--- src/rtl/riscv_pkg.sv ---
// RV32I shared definitions: opcodes, ALU operation codes, write-back select codes,
// the canonical bubble instruction, and a funct3-to-ALU helper.
package riscv_pkg;

  localparam logic [31:0] NOP_INST = 32'h00000013;

  localparam logic [6:0] OPC_LUI    = 7'b0110111;
  localparam logic [6:0] OPC_AUIPC  = 7'b0010111;
  localparam logic [6:0] OPC_JAL    = 7'b1101111;
  localparam logic [6:0] OPC_JALR   = 7'b1100111;
  localparam logic [6:0] OPC_BRANCH = 7'b1100011;
  localparam logic [6:0] OPC_LOAD   = 7'b0000011;
  localparam logic [6:0] OPC_STORE  = 7'b0100011;
  localparam logic [6:0] OPC_OPIMM  = 7'b0010011;
  localparam logic [6:0] OPC_OP     = 7'b0110011;

  typedef enum logic [3:0] {
    ALU_ADD    = 4'd0,
    ALU_SUB    = 4'd1,
    ALU_SLL    = 4'd2,
    ALU_SLT    = 4'd3,
    ALU_SLTU   = 4'd4,
    ALU_XOR    = 4'd5,
    ALU_SRL    = 4'd6,
    ALU_SRA    = 4'd7,
    ALU_OR     = 4'd8,
    ALU_AND    = 4'd9,
    ALU_PASS_B = 4'd10
  } alu_sel_e;

  localparam logic [1:0] WB_MEM = 2'd0;
  localparam logic [1:0] WB_ALU = 2'd1;
  localparam logic [1:0] WB_PC4 = 2'd2;

  // funct7[5] selects SRA for both shift forms; it selects SUB only for register-register ops,
  // since for ADDI that bit is part of the immediate.
  function automatic alu_sel_e alu_from_funct(input logic [2:0] funct3, input logic f7b5,
                                              input logic is_op);
    alu_sel_e r;
    r = ALU_ADD;
    case (funct3)
      3'b000:  r = (f7b5 && is_op) ? ALU_SUB : ALU_ADD;
      3'b001:  r = ALU_SLL;
      3'b010:  r = ALU_SLT;
      3'b011:  r = ALU_SLTU;
      3'b100:  r = ALU_XOR;
      3'b101:  r = f7b5 ? ALU_SRA : ALU_SRL;
      3'b110:  r = ALU_OR;
      default: r = ALU_AND;
    endcase
    return r;
  endfunction

endpackage

--- src/rtl/regfile.sv ---
// 32x32 register file, two async read ports and one sync write port; x0 reads zero.
// A same-cycle write to the register being read is bypassed to the read port.
module regfile
  import riscv_pkg::*;
#(
  parameter int XLEN = 32
) (
  input  logic            clk,
  input  logic            rst,
  input  logic [4:0]      rs1,
  input  logic [4:0]      rs2,
  output logic [XLEN-1:0] rs1_data,
  output logic [XLEN-1:0] rs2_data,
  input  logic            we,
  input  logic [4:0]      rd,
  input  logic [XLEN-1:0] wd
);

  logic [XLEN-1:0] regs [32];

  always_ff @(posedge clk) begin
    if (!rst) begin
      for (int i = 0; i < 32; i++) regs[i] <= '0;
    end else if (we && rd != 5'd0) begin
      regs[rd] <= wd;
    end
  end

  always_comb begin
    rs1_data = '0;
    if (rs1 == 5'd0)                rs1_data = '0;
    else if (we && rd == rs1)       rs1_data = wd;
    else                            rs1_data = regs[rs1];
  end

  always_comb begin
    rs2_data = '0;
    if (rs2 == 5'd0)                rs2_data = '0;
    else if (we && rd == rs2)       rs2_data = wd;
    else                            rs2_data = regs[rs2];
  end

endmodule

--- src/rtl/id_stage.sv ---
// RV32I decode stage: decode + register read in ID, one-cycle registered into ID/EX.
// Load-use stalls fetch for one cycle and inserts a bubble; PCSel squashes ID and overrides the stall.
module id_stage #(
  parameter int          XLEN     = 32,
  parameter logic [31:0] NOP_INST = 32'h00000013
) (
  input  logic            clk,
  input  logic            rst,
  input  logic [31:0]     ID_Inst,
  input  logic [XLEN-1:0] ID_pc,
  input  logic [XLEN-1:0] ID_pc_plus4,
  input  logic            PCSel,
  input  logic            WB_RegWEn,
  input  logic [4:0]      WB_rd,
  input  logic [XLEN-1:0] WB_data,
  output logic            IF_stall,
  output logic            EX_Valid,
  output logic [31:0]     EX_Inst,
  output logic [XLEN-1:0] EX_pc,
  output logic [XLEN-1:0] EX_pc_plus4,
  output logic [XLEN-1:0] EX_rs1_data,
  output logic [XLEN-1:0] EX_rs2_data,
  output logic [31:0]     EX_imm,
  output logic [4:0]      EX_rs1,
  output logic [4:0]      EX_rs2,
  output logic [4:0]      EX_rd,
  output logic [3:0]      EX_ALUSel,
  output logic            EX_ASel,
  output logic            EX_BSel,
  output logic            EX_BrUn,
  output logic            EX_Branch,
  output logic            EX_Jump,
  output logic            EX_MemRW,
  output logic            EX_MemRd,
  output logic            EX_RegWEn,
  output logic [1:0]      EX_WBSel,
  output logic            ID_Illegal
);

  import riscv_pkg::*;

  logic [6:0]  opcode;
  logic [4:0]  rd_f, rs1_f, rs2_f;
  logic [2:0]  funct3;
  logic [31:0] imm_i, imm_s, imm_b, imm_u, imm_j;

  assign opcode = ID_Inst[6:0];
  assign rd_f   = ID_Inst[11:7];
  assign funct3 = ID_Inst[14:12];
  assign rs1_f  = ID_Inst[19:15];
  assign rs2_f  = ID_Inst[24:20];

  assign imm_i = {{20{ID_Inst[31]}}, ID_Inst[31:20]};
  assign imm_s = {{20{ID_Inst[31]}}, ID_Inst[31:25], ID_Inst[11:7]};
  assign imm_b = {{19{ID_Inst[31]}}, ID_Inst[31], ID_Inst[7], ID_Inst[30:25], ID_Inst[11:8], 1'b0};
  assign imm_u = {ID_Inst[31:12], 12'b0};
  assign imm_j = {{11{ID_Inst[31]}}, ID_Inst[31], ID_Inst[19:12], ID_Inst[20], ID_Inst[30:21], 1'b0};

  logic       legal, use_rs1, use_rs2;
  alu_sel_e   alu_sel;
  logic       a_sel, b_sel, br_un, branch, jump, mem_rw, mem_rd, reg_wen;
  logic [1:0] wb_sel;
  logic [31:0] imm;

  always_comb begin
    legal   = 1'b1;
    use_rs1 = 1'b0;
    use_rs2 = 1'b0;
    alu_sel = ALU_ADD;
    a_sel   = 1'b0;
    b_sel   = 1'b0;
    br_un   = 1'b0;
    branch  = 1'b0;
    jump    = 1'b0;
    mem_rw  = 1'b0;
    mem_rd  = 1'b0;
    reg_wen = 1'b0;
    wb_sel  = WB_ALU;
    imm     = '0;
    case (opcode)
      OPC_LUI: begin
        imm = imm_u; b_sel = 1'b1; alu_sel = ALU_PASS_B; reg_wen = 1'b1;
      end
      OPC_AUIPC: begin
        imm = imm_u; a_sel = 1'b1; b_sel = 1'b1; reg_wen = 1'b1;
      end
      OPC_JAL: begin
        imm = imm_j; a_sel = 1'b1; b_sel = 1'b1; jump = 1'b1; reg_wen = 1'b1; wb_sel = WB_PC4;
      end
      OPC_JALR: begin
        imm = imm_i; b_sel = 1'b1; jump = 1'b1; reg_wen = 1'b1; wb_sel = WB_PC4; use_rs1 = 1'b1;
      end
      OPC_BRANCH: begin
        // The ALU computes the target; the comparison itself happens in EX.
        imm = imm_b; a_sel = 1'b1; b_sel = 1'b1; branch = 1'b1; br_un = funct3[1];
        use_rs1 = 1'b1; use_rs2 = 1'b1;
      end
      OPC_LOAD: begin
        imm = imm_i; b_sel = 1'b1; mem_rd = 1'b1; reg_wen = 1'b1; wb_sel = WB_MEM; use_rs1 = 1'b1;
      end
      OPC_STORE: begin
        imm = imm_s; b_sel = 1'b1; mem_rw = 1'b1; use_rs1 = 1'b1; use_rs2 = 1'b1;
      end
      OPC_OPIMM: begin
        imm = imm_i; b_sel = 1'b1; reg_wen = 1'b1; use_rs1 = 1'b1;
        alu_sel = alu_from_funct(funct3, ID_Inst[30], 1'b0);
      end
      OPC_OP: begin
        reg_wen = 1'b1; use_rs1 = 1'b1; use_rs2 = 1'b1;
        alu_sel = alu_from_funct(funct3, ID_Inst[30], 1'b1);
      end
      default: legal = 1'b0;
    endcase
  end

  logic [XLEN-1:0] rf_rs1_data, rf_rs2_data;

  regfile #(.XLEN(XLEN)) u_regfile (
    .clk      (clk),
    .rst      (rst),
    .rs1      (rs1_f),
    .rs2      (rs2_f),
    .rs1_data (rf_rs1_data),
    .rs2_data (rf_rs2_data),
    .we       (WB_RegWEn),
    .rd       (WB_rd),
    .wd       (WB_data)
  );

  logic load_use, bubble;

  assign load_use = EX_Valid && EX_MemRd && (EX_rd != 5'd0) &&
                    ((use_rs1 && EX_rd == rs1_f) || (use_rs2 && EX_rd == rs2_f));
  assign IF_stall   = load_use && !PCSel;
  assign bubble     = PCSel || load_use || !legal;
  assign ID_Illegal = !legal;

  always_ff @(posedge clk) begin
    if (!rst || bubble) begin
      EX_Valid    <= 1'b0;
      EX_Inst     <= NOP_INST;
      EX_pc       <= '0;
      EX_pc_plus4 <= '0;
      EX_rs1_data <= '0;
      EX_rs2_data <= '0;
      EX_imm      <= '0;
      EX_rs1      <= '0;
      EX_rs2      <= '0;
      EX_rd       <= '0;
      EX_ALUSel   <= ALU_ADD;
      EX_ASel     <= 1'b0;
      EX_BSel     <= 1'b0;
      EX_BrUn     <= 1'b0;
      EX_Branch   <= 1'b0;
      EX_Jump     <= 1'b0;
      EX_MemRW    <= 1'b0;
      EX_MemRd    <= 1'b0;
      EX_RegWEn   <= 1'b0;
      // Reset leaves the ALU path selected; a bubble clears everything.
      EX_WBSel    <= !rst ? WB_ALU : WB_MEM;
    end else begin
      EX_Valid    <= 1'b1;
      EX_Inst     <= ID_Inst;
      EX_pc       <= ID_pc;
      EX_pc_plus4 <= ID_pc_plus4;
      EX_rs1_data <= use_rs1 ? rf_rs1_data : '0;
      EX_rs2_data <= use_rs2 ? rf_rs2_data : '0;
      EX_imm      <= imm;
      EX_rs1      <= use_rs1 ? rs1_f : 5'd0;
      EX_rs2      <= use_rs2 ? rs2_f : 5'd0;
      EX_rd       <= reg_wen ? rd_f : 5'd0;
      EX_ALUSel   <= alu_sel;
      EX_ASel     <= a_sel;
      EX_BSel     <= b_sel;
      EX_BrUn     <= br_un;
      EX_Branch   <= branch;
      EX_Jump     <= jump;
      EX_MemRW    <= mem_rw;
      EX_MemRd    <= mem_rd;
      EX_RegWEn   <= reg_wen;
      EX_WBSel    <= wb_sel;
    end
  end

endmodule

--- config.mk ---
export PLATFORM = sky130hd
export DESIGN_NAME = id_stage
export DESIGN_NICKNAME = d
export VERILOG_FILES = /design/src/rtl/riscv_pkg.sv /design/src/rtl/regfile.sv /design/src/rtl/id_stage.sv
export SDC_FILE = /design/constraint.sdc
export NUM_CORES = 2
export LEC_CHECK = 0
export BUFFER_PORTS_ARGS = -buffer_cell sky130_fd_sc_hd__buf_4
export CORE_MARGIN = 2
export CORE_UTILIZATION = 30
export CTS_BUF_LIST = sky130_fd_sc_hd__clkbuf_8
export CTS_CLUSTER_DIAMETER = 150
export CTS_CLUSTER_SIZE = 28
export DETAILED_ROUTE_END_ITERATION = 10
export PLACE_DENSITY = 0.55
export SYNTH_ARGS = -nofsm -noshare
export SYNTH_HDL_FRONTEND = slang
export SYNTH_SLANG_ARGS = --single-unit
--- constraint.sdc ---
create_clock -name clk -period 4 [get_ports clk]
set_input_delay 0.2 -clock clk [delete_from_list [all_inputs] [get_ports clk]]
set_output_delay 0.2 -clock clk [all_outputs]
set_load 0.005 [all_outputs]
* Yosys cells after proc, flatten, opt, wreduce, memory -nomap -nowiden *
Memories as Yosys holds them, arrays and structs flattened. A register that Yosys moved wholly into a read port is not among the register bits.
Index checks and enable logic that the tools add are counted.

storage, ports and cells
  flip-flop bits (word level) = 158
  bits in latches = 0
  bits in writable memories = 1,024
  ROM bits = 0
  output and inout port bits = 224
  memories = 1

memories
  name            words  bits a word  read ports  clocked after memory_dff  wr ports  line           RTL
  u_regfile.regs  32     32           2           2                         32        regfile.sv:19  logic [XLEN-1:0] regs [32];

operators by class
  $add $sub $neg = 0
  $mul = 0
  divide/modulo/power cells = 0
  order comparisons = 0
  equality and inequality tests = 17
  shift-type cells = 0
  multiplexer cells = 27
  bitwise logic cells = 4
  reductions and logical operators = 35

operator list
  operator                                                         number
  32-bit one-hot mux with 5 select lines                           1
  4-bit one-hot mux with 7 select lines                            2
  32-bit 2-to-1 mux                                                1
  32-bit OR reduction                                              1
  7-bit by 6-bit == test with 1-bit output, second input constant  3
  7-bit == test, second input constant                             3
  1-bit 2-to-1 mux                                                 19
  3-bit OR reduction                                               5
  7-bit by 5-bit == test with 1-bit output, second input constant  2
  4-bit one-hot mux with 3 select lines                            1
  2-bit OR reduction                                               6
  5-bit == test                                                    2
  5-bit logical NOT                                                2
  5-bit nonzero test                                               2
  3-bit == test, second input constant                             3
  9-bit OR reduction                                               1
  8-bit OR reduction                                               1
  7-bit by 2-bit == test with 1-bit output, second input constant  1
  1-bit logical AND                                                7
  7-bit OR reduction                                               1
  3-bit by 2-bit == test with 1-bit output, second input constant  2
  6-bit OR reduction                                               1
  5-bit 2-to-1 mux                                                 1
  1-bit logical OR                                                 4
  other kinds (6)                                                  11

* Logic depth before layout (Yosys ltp) *
  word-level depth = 10
  mapped depth = 10

* By module *
From an unflattened synthesis, not the netlist that was laid out.

second synthesis, totals
  cell total of the unflattened synthesis = 4,503
  area total of the unflattened synthesis = 62,185.9 um^2

modules (own cells, without submodules)
  module    times used  cells an instance  area an instance (um^2)  sequential area each (um^2)
  regfile   1           3,832              55,140.4                 30,749.5
  id_stage  1           671                7,045.5                  4,444.3

* Worst setup path after synthesis *
No wires, ideal clock.

  path type = input to register
  start point = input rst
  end point = memory u_regfile.regs[12][0] (enable)
  arrival time = 3.517 ns
  slack = 0.017 ns
  cell stages on the path = 5
  cells stage by stage = buf_2 nand2_1 or4_1 clkbuf_1 o21ai_0

RTL lines
  what                line           RTL
  start: declaration  id_stage.sv:8  input logic rst,
  end: declaration    regfile.sv:19

* Final worst setup path *
  start point = register EX_rd[1]
  end point = output IF_stall

on the way
  longest elaborated chain between the ends = 5
  elaborated cells on any way between the ends = 9
  classes of those cells = eq/ne: 2; reduce/logical: 7

ends and longest elaborated chain
  what                      line             RTL
  start: declaration        id_stage.sv:26   output logic [4:0] EX_rd,
  start signal: assignment  id_stage.sv:171  EX_rd <= reg_wen ? rd_f : 5'd0;
  5-bit == test             id_stage.sv:133  ((use_rs1 && EX_rd == rs1_f) || (use_rs2 && EX_rd == rs2_f));
  1-bit logical AND         id_stage.sv:133
  1-bit logical OR          id_stage.sv:133
  1-bit logical AND (*)     id_stage.sv:132  assign load_use = EX_Valid && EX_MemRd && (EX_rd != 5'd0) &&
  1-bit logical AND (*)     id_stage.sv:134  assign IF_stall = load_use && !PCSel;
  end: declaration          id_stage.sv:16   output logic IF_stall,

Mark *: on every way between the ends. The rest lies on a longest branch, timed or not.

==> impl_metrics.csv <==
group,metric,value,unit
run_status,status,"complete, no violations",
sta,period_share,85.80,%
global_routing,antenna_found_initial,27,
sta,tightest_slew,1.157,ns
drt,ant_nets,0,
worst_setup_path,critical_path_required,3.80,ns
power,p_leak,26.32,nW
worst_setup_path,crit_path_start_kind,"register",
sta,finalHoldViolCount,0,
global_routing,busiest_layer,"met2",
placed_design,dpl.hpwl,162800,um
cells_and_area,final_cell_mix,"edfxtp_1, and2_1, buf_4, mux2i_1, mux4_2",
synthesis,synth_edf_count,1024,
drt,vias_per_cell,5.680,
synthesis,ys_seq_area_share,56.42,%
global_routing,gr-total-overflow,0,
cells_and_area,syn2layout_area_growth,14.88,%
die,num_io_pins,361,
power,intPower,17.22,mW
drt,dr.pass1.iters,5,
global_routing,use_met3,3.775,%
die,die_area,211600,um2
job,cap_violations,0,
power,power.density,334.3,nW/um2
drt,routed_wl,261100,um
clocking,clock-sinks,1246,
sta,finalSetupViolCount,0,
worst_setup_path,path_class,"reg -> out",
hold_path,hold_path_class,"in -> reg",
hold_path,hold_depth,3,
worst_setup_path,reg2reg_depth,8,
synthesis,synth-main-ff-cell,"edfxtp_1",
clocking,cts_tree,"done",
worst_setup_path,end_kind,"output pin",
clocking,clock_latency,0.93,ns
die,die_h,460.0,um
global_routing,grt_max_degree,90,
synthesis,synth_area,62380,um2
clocking,cts_buffers,51,
cells_and_area,layout_commonest_cell,"edfxtp_1",
clocking,h-tree-depth,2,
synthesis,ys_types,61,
cells_and_area,design_area,71660,um2
power,pwr-share-clk,22.9,%
clocking,postCtsSetupRepairBufs,0,
synthesis,async_flop_share,0,%
cells_and_area,fill_cells,20057,
power,ir_worst_vdd,0.3090,mV
cells_and_area,finalNetCount,5178,
worst_setup_path,critPathArrivalTime,3.23,ns
sta,clock_skew,0.09806,ns
global_routing,grtUsageMet2,39.11,%
placed_design,io_buffers,360,
clocking,cts-root-buf,"clkbuf_8",
sta,slew_headroom,22.60,%
global_routing,grt_first_pass_wirelength,356200,um
global_routing,grt_usage,23.92,%
drt,num_vias,44332,
sta,fmax,0.2914,GHz
drt,drt_iter0_markers,5815,
power,swShare,28.11,%
synthesis,yosysWarnings,0,
die,die_x,460.0,um
clocking,cts_buffer_depth,3,
die,num_rows,167,
drt,wl_per_cell,33.46,um
power,combPwrFrac,14.8,%
sta,report.final.slew_viol_count,0,
placed_design,place_congestion,0.8966,
cells_and_area,drive_above_1_share,21.90,%
global_routing,grt_use_met1,30.47,%
sta,tns,0,ns
die,initial_core_util,30.15,%
sta,rsz0062_at_grt,"false",
sta,post-route-min-period,3.432,ns
synthesis,avgSynthCellArea,13.12,um2
clocking,path_clk_slew,0.19,ns
sta,final.setup.worst_slack,0.5681,ns
placed_design,dpl_cell_area,69280,um2
synthesis,synthCells,4755,
synthesis,synth-seq-cells,1246,
global_routing,grt_pass1_vias,43913,
power,p_switching,6.734,mW
drt,drc,0,
clocking,ctsResizeCount,0,
placed_design,dpl_worst_slack,0.8805,ns
die,core_area,206900,um2
power,p_seq_share,62.3,%
worst_setup_path,crit_fanout,81,
[critical path: stages (launching register included)]
cell and delay (ns):
dfxtp_1 0.39, or4_1 0.55, o211ai_2 0.19, and4b_4 0.24
o21ai_4 0.40, buf_12 0.31, nor2_1 0.07, buf_4 0.14
[cells in the mapped netlist, types with 4 or more instances]
| library cell | instances | area [um2] |
|---|---|---|
| edfxtp_1 | 1024 | 30750 |
| and2_1 | 1008 | 6306 |
| mux2i_1 | 463 | 4634 |
| clkbuf_1 | 341 | 1280 |
| mux4_2 | 253 | 5698 |
| dfxtp_1 | 222 | 4444 |
| nand2_1 | 183 | 686.9 |
| mux2_2 | 131 | 1475 |
| and3_1 | 111 | 694.4 |
| nor2_1 | 110 | 412.9 |
| a22oi_1 | 108 | 810.8 |
| buf_2 | 107 | 535.5 |
| o21ai_0 | 72 | 360.4 |
| o22ai_1 | 72 | 450.4 |
| a21oi_1 | 68 | 340.3 |
| a31oi_1 | 64 | 400.4 |
| nand3_1 | 64 | 320.3 |
| nor3_1 | 36 | 180.2 |
| a211o_1 | 32 | 280.3 |
| o2111ai_1 | 32 | 280.3 |
| o2111a_1 | 30 | 337.8 |
| nor3_2 | 29 | 290.3 |
| o211ai_1 | 20 | 150.1 |
| buf_1 | 19 | 71.32 |
| nand4_1 | 18 | 112.6 |
| xor2_1 | 14 | 122.6 |
| inv_1 | 13 | 48.80 |
| nor2b_1 | 13 | 81.33 |
| buf_4 | 12 | 90.09 |
| a32oi_1 | 9 | 78.83 |
| a211oi_1 | 7 | 52.55 |
| buf_6 | 7 | 78.83 |
| a22o_1 | 6 | 52.55 |
| nand2b_1 | 6 | 37.54 |
| xnor2_1 | 6 | 52.55 |
| a311oi_1 | 4 | 35.03 |
| nand3b_1 | 4 | 30.03 |
[cells by family (layout without fill, tap and decap cells)]
group | after synthesis | count (layout) | synth area share [%]
compound gates | 535 | 535 | 5.993
mux | 847 | 847 | 18.93
xor+xnor | 20 | 20 | 0.2808
flops | 1246 | 1246 | 56.42
simple gates | 1605 | 1605 | 14.98
other cells | 2 | 52 | 0.01204
buf+inv | 500 | 796 | 3.380
[registers in the layout (all words and copies together), names as in the netlist, 2 cells and up]
name	count
EX_rs2	5
EX_imm	32
EX_rs2_data	32
EX_rs1	5
EX_rd	5
EX_WBSel	2
u_regfile.regs	1024
EX_Inst	32
EX_rs1_data	32
EX_pc	32
EX_ALUSel	4
EX_pc_plus4	32
[metrics by stage]
| stage | hold WS (ns) | cells | util, % | power, mW |
|---|---|---|---|---|
| final | 0.05873 | 7805 | 34.64 | 23.96 |
| after global routing | 0.05402 | 7794 | 34.63 | 24.56 |
| after floorplan | 0.2793 | 4787 | - | 17.04 |
| after CTS | 0.0005075 | 7787 | 34.62 | 23.98 |
| after global placement | 0.4273 | 7551 | 33.49 | 18.56 |
| after detailed placement | 0.4290 | 7551 | 33.49 | 18.57 |
[final cells by class]
class	instances	area (um2)	area share (%)
Antenna cell	18	45.04	0.06286
Clock buffer	52	715.7	0.9987
Clock inverter	43	206.4	0.2881
Inverter	14	52.55	0.07333
Multi-Input combinational cell	3041	25890	36.13
Sequential cell	1246	35190	49.11
Tap cell	2704	3383	4.721
Timing Repair Buffer	687	6173	8.615
[power groups by stage]
stage	combinational, mW	sequential (mW)	clock [mW]
2_1_floorplan	1.94	15.1	0
3_3_place_gp	3.37	15.2	0
3_5_place_dp	3.36	15.2	0
4_1_cts	3.49	14.9	5.58
5_1_grt	3.65	15.0	5.92
6_report	3.54	14.9	5.49
[layer usage]
metal,vias to the layer above,routed length (um)
met5,-,0
met4,0,15080
met3,564,23050
met2,2783,122400
met1,22839,100600
li1,18146,-
[final timing paths]
kind | end | start | slack (ns)
setup reg to reg | EX_imm[9] | EX_rd[1] | 0.71
hold reg to reg | EX_rs2_data[24] | u_regfile.regs[22][24] | 0.88
hold / removal | EX_pc_plus4[11] | ID_pc_plus4[11] | 0.06
setup / recovery | IF_stall | EX_rd[1] | 0.57
[repair_timing]
item                                     CTS  global route
hold buffers                             141             0
hold endpoints to repair                1201             0
endpoints found under the setup margin     0             0
No activity file was read; power rests on OpenSTA's default activity.
